[config.mk]
export PLATFORM = sky130hd
export DESIGN_NAME = alu_op_sequencer
export DESIGN_NICKNAME = d
export VERILOG_FILES = /design/src/rtl/alu_seq_pkg.sv /design/src/rtl/alu_slt_fix.sv /design/src/rtl/alu_op_sequencer.sv
export SDC_FILE = /design/constraint.sdc
export NUM_CORES = 1
export LEC_CHECK = 0
export CAP_MARGIN = 20
export CELL_PAD_IN_SITES_DETAIL_PLACEMENT = 1
export CELL_PAD_IN_SITES_GLOBAL_PLACEMENT = 1
export CORE_MARGIN = 2
export CORE_UTILIZATION = 43
export DETAILED_ROUTE_END_ITERATION = 12
export DONT_BUFFER_PORTS = 1
export GPL_ROUTABILITY_DRIVEN = 0
export HOLD_SLACK_MARGIN = 0.12
export PLACE_DENSITY_LB_ADDON = 0.15
export SLEW_MARGIN = 0
export SYNTH_ARGS = -nofsm -noshare
export SYNTH_HDL_FRONTEND = slang
export SYNTH_SLANG_ARGS = --single-unit
[constraint.sdc]
create_clock -name clk -period 1.5 [get_ports clk]
set_clock_uncertainty 0.1 [all_clocks]
set_input_delay 0.15 -clock clk [delete_from_list [all_inputs] [get_ports clk]]
set_output_delay 0.15 -clock clk [all_outputs]
set_load 0.02 [all_outputs]
[src/rtl/alu_seq_pkg.sv]
// Shared funct/op codes, FSM state type and legality check for alu_op_sequencer.
package alu_seq_pkg;

    localparam logic [2:0] FUNCT_AND = 3'b000;
    localparam logic [2:0] FUNCT_OR  = 3'b001;
    localparam logic [2:0] FUNCT_ADD = 3'b010;
    localparam logic [2:0] FUNCT_SUB = 3'b110;
    localparam logic [2:0] FUNCT_SLT = 3'b111;

    localparam logic [2:0] ALU_OP_SUB = FUNCT_SUB;

    typedef enum logic [1:0] {
        IDLE = 2'd0,
        EXEC = 2'd1,
        RESP = 2'd2
    } state_e;

    function automatic logic funct_legal(input logic [2:0] f);
        return (f == FUNCT_AND) || (f == FUNCT_OR) ||
               (f == FUNCT_ADD) || (f == FUNCT_SUB) ||
               (f == FUNCT_SLT);
    endfunction

endpackage

[src/rtl/alu_slt_fix.sv]
// Signed less-than recovered from a subtraction result: sign of a-b
// corrected by the two's-complement overflow flag.
module alu_slt_fix #(
    parameter int WIDTH = 8
) (
    input  logic [WIDTH-1:0] a_i,
    input  logic [WIDTH-1:0] b_i,
    input  logic [WIDTH-1:0] z_i,
    output logic [WIDTH-1:0] res_o
);

    logic ovf;

    always_comb begin
        ovf = (a_i[WIDTH-1] != b_i[WIDTH-1]) &&
              (z_i[WIDTH-1] != a_i[WIDTH-1]);
        res_o = '0;
        res_o[0] = z_i[WIDTH-1] ^ ovf;
    end

endmodule

[src/rtl/alu_op_sequencer.sv]
// Request -> external ALU -> response sequencer (IDLE/EXEC/RESP).
// ALU_SLT_EMUL_EN: run SLT on the SUB datapath and fix up the result.
module alu_op_sequencer
    import alu_seq_pkg::*;
#(
    parameter int WIDTH = 8
) (
    input  logic             clk,
    input  logic             rst_n,
    input  logic             req_valid,
    output logic             req_ready,
    input  logic [2:0]       req_funct,
    input  logic [WIDTH-1:0] req_a,
    input  logic [WIDTH-1:0] req_b,
    output logic [2:0]       alu_op,
    output logic [WIDTH-1:0] alu_a,
    output logic [WIDTH-1:0] alu_b,
    input  logic [WIDTH-1:0] alu_z,
    output logic             rsp_valid,
    input  logic             rsp_ready,
    output logic [WIDTH-1:0] rsp_data,
    output logic             rsp_err,
    output logic [15:0]      done_cnt
);

`ifdef ALU_SLT_EMUL_EN
    localparam bit SltEmul = 1'b1;
`else
    localparam bit SltEmul = 1'b0;
`endif

    state_e           state_q, state_d;
    logic [2:0]       funct_q, funct_d;
    logic [WIDTH-1:0] a_q, a_d;
    logic [WIDTH-1:0] b_q, b_d;
    logic [WIDTH-1:0] data_q, data_d;
    logic             err_q, err_d;
    logic [15:0]      cnt_q, cnt_d;
    logic [WIDTH-1:0] slt_res;
    logic             slt_emul;

    alu_slt_fix #(
        .WIDTH (WIDTH)
    ) u_slt_fix (
        .a_i   (a_q),
        .b_i   (b_q),
        .z_i   (alu_z),
        .res_o (slt_res)
    );

    assign slt_emul  = SltEmul && (funct_q == FUNCT_SLT);
    assign rsp_data  = data_q;
    assign rsp_err   = err_q;
    assign done_cnt  = cnt_q;

    always_comb begin
        state_d   = state_q;
        funct_d   = funct_q;
        a_d       = a_q;
        b_d       = b_q;
        data_d    = data_q;
        err_d     = err_q;
        cnt_d     = cnt_q;
        req_ready = 1'b0;
        rsp_valid = 1'b0;
        alu_op    = 3'b000;
        alu_a     = '0;
        alu_b     = '0;
        unique case (state_q)
            IDLE: begin
                req_ready = 1'b1;
                if (req_valid) begin
                    funct_d = req_funct;
                    a_d     = req_a;
                    b_d     = req_b;
                    if (funct_legal(req_funct)) begin
                        state_d = EXEC;
                    end else begin
                        // Illegal ops skip the ALU entirely
                        data_d  = '0;
                        err_d   = 1'b1;
                        state_d = RESP;
                    end
                end
            end
            EXEC: begin
                alu_op  = slt_emul ? ALU_OP_SUB : funct_q;
                alu_a   = a_q;
                alu_b   = b_q;
                data_d  = slt_emul ? slt_res : alu_z;
                err_d   = 1'b0;
                state_d = RESP;
            end
            RESP: begin
                rsp_valid = 1'b1;
                if (rsp_ready) begin
                    cnt_d   = cnt_q + 16'd1;
                    state_d = IDLE;
                end
            end
            default: state_d = IDLE;
        endcase
    end

    always_ff @(posedge clk or negedge rst_n) begin
        if (!rst_n) begin
            state_q <= IDLE;
            funct_q <= 3'b000;
            a_q     <= '0;
            b_q     <= '0;
            data_q  <= '0;
            err_q   <= 1'b0;
            cnt_q   <= 16'd0;
        end else begin
            state_q <= state_d;
            funct_q <= funct_d;
            a_q     <= a_d;
            b_q     <= b_d;
            data_q  <= data_d;
            err_q   <= err_d;
            cnt_q   <= cnt_d;
        end
    end

endmodule

# After elaboration in Yosys (flattened, before gate mapping)

Cells that the tools add are included.

Register bits: 46
Word-level logic and storage cells: 43

$add $sub $neg: 1
Equality and inequality tests: 9
Multiplexer cells: 15
Reduce and logical (&&, ||, !) cells: 11

Operators with widths:

| cell                                                 | count |
|---|---|
| two-way mux 8 bit                                    | 4 |
| adder 16 x 1 -> 16 bit (second input constant)       | 1 |
| one-hot mux 8 bit (2 select lines)                   | 1 |
| equality test 3 bit (second input constant)          | 2 |
| two-way mux 2 bit                                    | 3 |
| != test 2 bit (second input constant)                | 3 |
| one-hot mux 2 bit (3 select lines)                   | 1 |
| AND reduction 2 bit                                  | 3 |
| logical OR 1 bit                                     | 4 |
| two-way mux 1 bit                                    | 4 |
| equality test 3 x 1 -> 1 bit (second input constant) | 1 |
| equality test 3 x 2 -> 1 bit (second input constant) | 1 |
| zero test 3 bit                                      | 1 |
| two-way mux 3 bit                                    | 1 |
| AND reduction 3 bit                                  | 1 |
| equality test 2 x 1 -> 1 bit (second input constant) | 1 |
| equality test 2 bit (second input constant)          | 1 |
| zero test 2 bit                                      | 1 |
| one-hot mux 1 bit (2 select lines)                   | 1 |
| nonzero test 2 bit                                   | 1 |

# Depth between registers and ports, before layout

Word-level depth: 8
Mapped depth: 5
Depth with buffers taken out: 5

# Worst setup path before layout

Ideal clock, no wire load.

Kind: register -> register
From: register cnt_q[0], in the netlist done_cnt[0]
To: register cnt_q[12], in the netlist done_cnt[12]
Arrival time: 1.345 ns
Required time: 1.270 ns
Setup slack: -0.075 ns
Cell stages (with the launch flop): 6
Period minus slack after synthesis: 1.575 ns
Path through: dfrtp_1 ha_1 nand4b_4 nor3_4 nand3_1 xnor2_1

Longest elaborated chain between the ends: 1

RTL lines:

| what                     | RTL line                | text |
|---|---|---|
| start: declaration       | alu_op_sequencer.sv:38  | `logic [15:0] cnt_q, cnt_d;` |
| start signal: assignment | alu_op_sequencer.sv:121 | `cnt_q <= cnt_d;` |
| adder 16 x 1 -> 16 bit   | alu_op_sequencer.sv:97  | `cnt_d = cnt_q + 16'd1;` |

Every way passes these cells.
A chain may end at the register's enable or synchronous reset.

# Worst setup path after layout

From: register state_q[1]
To: output port alu_op[0]

Longest elaborated chain between the ends: 2

RTL lines:

| what                         | RTL line                | text |
|---|---|---|
| start: declaration           | alu_op_sequencer.sv:32  | `state_e state_q, state_d;` |
| start signal: assignment     | alu_op_sequencer.sv:115 | `state_q <= state_d;` |
| equality test 2 x 1 -> 1 bit | alu_op_sequencer.sv:69  | `unique case (state_q)` |
| two-way mux 3 bit            | alu_op_sequencer.sv:69  |  |
| end: declaration             | alu_op_sequencer.sv:15  | `output logic [2:0] alu_op,` |

Every way passes these cells.

==> impl_results.md <==
* # fillers at 423
* Syn Area/Cell at 13.1 sq um
* Initial antenna violation count at 0
* Register share of total power at 46.7%
* Die width at 71.9 microns
* Syn Nets at 183
* PwrDens at 1540 nW/um^2
* Max IR drop VDD at 0.000767 V
* # diodes at 0
* Max FO, Critical Path at 6
* Failing checks: negative setup slack
* Initial drt markers at 34
* Crit path launch type: register
* Post-Route Utilization at 64.4%
* Setup Viol. Count Final at 48
* Grt total ovfl at 0
* Sw Share at 34.5%
* WL final at 4.72 mm
* Sequential element share of the synthesized area at 58.0%
* Combinational share of power at 35.8%
* TritonCTS clock tree: yes
* Initial Util at 45.0%
* Leak pwr at 1.33 nW
* Core area at 4410 sq um
* Clk_lat worst skew at 0.29 ns
* Warnings from Yosys at 0
* Final min period at 1.64 ns
* Int Pwr at 0.00287 W
* Clock power share at 17.5%
* Clk pin slew, worst setup/hold paths at 0.08 ns
* Mean number of vias per cell at 5.23
* Synthesized instance count at 151
* DRT Pass-1 Iters at 4
* Setup ws final at -0.139 ns
* HPWL Detailed at 3.02 mm
* Nets at 244
* RSZ-0062 raised after global routing: true
* Mapped Area at 1980 sq um
* Root buffer cell: clkbuf_8
* DRC errors left at 0
* CP arrival at 1.39 ns
* CP endpoint kind: primary output
* Die footprint at 5170 sq um
* P&R area growth vs syn at 43.3%
* Number of global-route vias before repair at 1550
* Layout cells sized above 1 at 44.1%
* Via count at 1387
* Distinct cells, synth at 26
* Max-slew violation count at 0
* Relative slew slack at 74.3%
* Ports at 77
* H-tree levels at 2
* Fin cells at 265
* Final period utilization at 109%
* First-pass GRT wire length at 7.84 mm
* Max clock buf depth at 2
* FP Rows at 24
* Critical path class: register to primary output
* NetSw at 0.00151 W
* I/O Buffers at 0
* TritonCTS Buffers at 5
* Slew @ Worst Pin at 0.385 ns
* Largest net degree at the start of global routing at 47
* Hold Crit Class: primary input to register
* WL/cell at 17.8 microns
* Fmax at 610 MHz
* Commonest non-fill, non-tap cell in the layout: dfrtp_1
* Commonest non-fill, non-tap cells in the layout: 43 x dfrtp_1, 29 x dlygate4sd3_1, 21 x buf_4
* Placed cell count at 218
* #FFs+latches synth at 46
* Status: finished with violations
* Hold Violations, Final at 0
* Clk sinks at 46
* Number of max-cap violations at 0
* CP required at 1.25 ns
* Tot GR Track Use at 19.8%
* Post-DRT Antenna Nets at 0
* Die height at 71.9 microns
power by group through the flow:
stage,clock [W],sequential [W],combinational [W]
floorplan,0,0.00209,0.000754
global placement,0,0.00204,0.00119
detailed placement,0,0.00206,0.00124
CTS,0.000796,0.00205,0.00157
global route,0.000850,0.00210,0.00169
finish,0.000765,0.00205,0.00157
cell families after synthesis:
group | count (synthesis) | synth area share (%)
AND/OR/NAND/NOR | 49 | 16.6
flip-flops | 46 | 58.0
multiplexers | 20 | 11.3
XOR/XNOR | 15 | 6.62
AO/OA/AOI/OAI | 12 | 4.98
buffers and inverters | 8 | 1.77
adder cells (fa/ha/maj) | 1 | 0.630
registers in the layout (all words and copies together), names as in the netlist:
name	flops
funct_q	3
b_q	8
rsp_data	8
done_cnt	16
state_q	2
rsp_err	1
a_q	8
stage by stage:
stage | worst slack, ns | hold WS, ns | setup TNS, ns | total power, W | area (sq um)
2_1_floorplan | 0.00234 | -0.246 | 0 | 0.00285 | 1990
3_3_place_gp | 0.0167 | -0.245 | 0 | 0.00322 | 2230
3_5_place_dp | -0.00779 | -0.245 | -0.0195 | 0.00330 | 2230
4_1_cts | -0.144 | 0.137 | -4.20 | 0.00441 | 2830
5_1_grt | -0.203 | 0.175 | -7.55 | 0.00464 | 2840
6_report | -0.139 | 0.149 | -3.58 | 0.00438 | 2840
timing repair:
item	CTS	global route
hold endpoints to repair	86	0
resized for setup	48	8
cloned	2	0
pin swaps	16	8
setup endpoints to repair	24	59
buffers inserted	7	2
hold buffers	30	0
worst max-delay path: stages, from the launching register on:
cell and delay (ns):
dfrtp_1 0.40, buf_6 0.13, nor2b_4 0.14, buf_12 0.13, buf_16 0.11, and2_4 0.17
final cells by class:
cell class / instances / area (sq um) / share of cell area (%)
clock buffer: 7 / 86.3 / 3.04
multi-input combinational: 97 / 887 / 31.2
timing repair buffer: 60 / 636 / 22.3
tap: 52 / 65.1 / 2.29
inverter: 2 / 10.0 / 0.352
sequential: 46 / 1150 / 40.6
clock inverter: 1 / 5.00 / 0.176
layer usage:
layer | vias up | track usage, % | wire [microns]
li1 | 635 | - | -
met1 | 698 | 23.0 | 1890
met2 | 47 | 35.2 | 2470
met3 | 7 | 7.36 | 316
met4 | 0 | 3.77 | 37
met5 | - | 0 | 0
path summary, 6_finish.rpt:
check | startpoint | endpoint | slack, ns | cells after the start
hold reg to reg | b_q[2] | b_q[2] | 0.41 | 1
hold / removal | req_valid | rsp_err | 0.15 | 3
setup reg to reg | state_q[1] | a_q[0] | -0.08 | 4
max in group asynchronous | rst_n | state_q[0] | 0.82 | 2
setup / recovery | state_q[1] | alu_op[0] | -0.14 | 5
min in group asynchronous | rst_n | rsp_data[4] | 0.26 | 2
cell usage after synthesis, drive strengths merged:
library cell	number	area, sq um
nand3b	2	27.5
a22o	8	70.1
nor3b	1	7.51
dfrtp	46	1150
o31ai	1	7.51
and3	5	31.3
clkbuf	2	7.51
ha	1	12.5
a21oi	1	5.00
nand2	4	15.0
buf	4	20.0
mux2	20	225
and2	19	119
inv	2	7.51
nand4b	1	23.8
nand4	2	12.5
nor3	2	32.5
xor2	4	35.0
nand2b	1	6.26
o21ai	1	8.76
nor2b	1	6.26
a21boi	1	7.51
nor2	5	18.8
nand3	6	30.0
xnor2	11	96.3
Note: power is estimated with default switching activity, not from simulation.
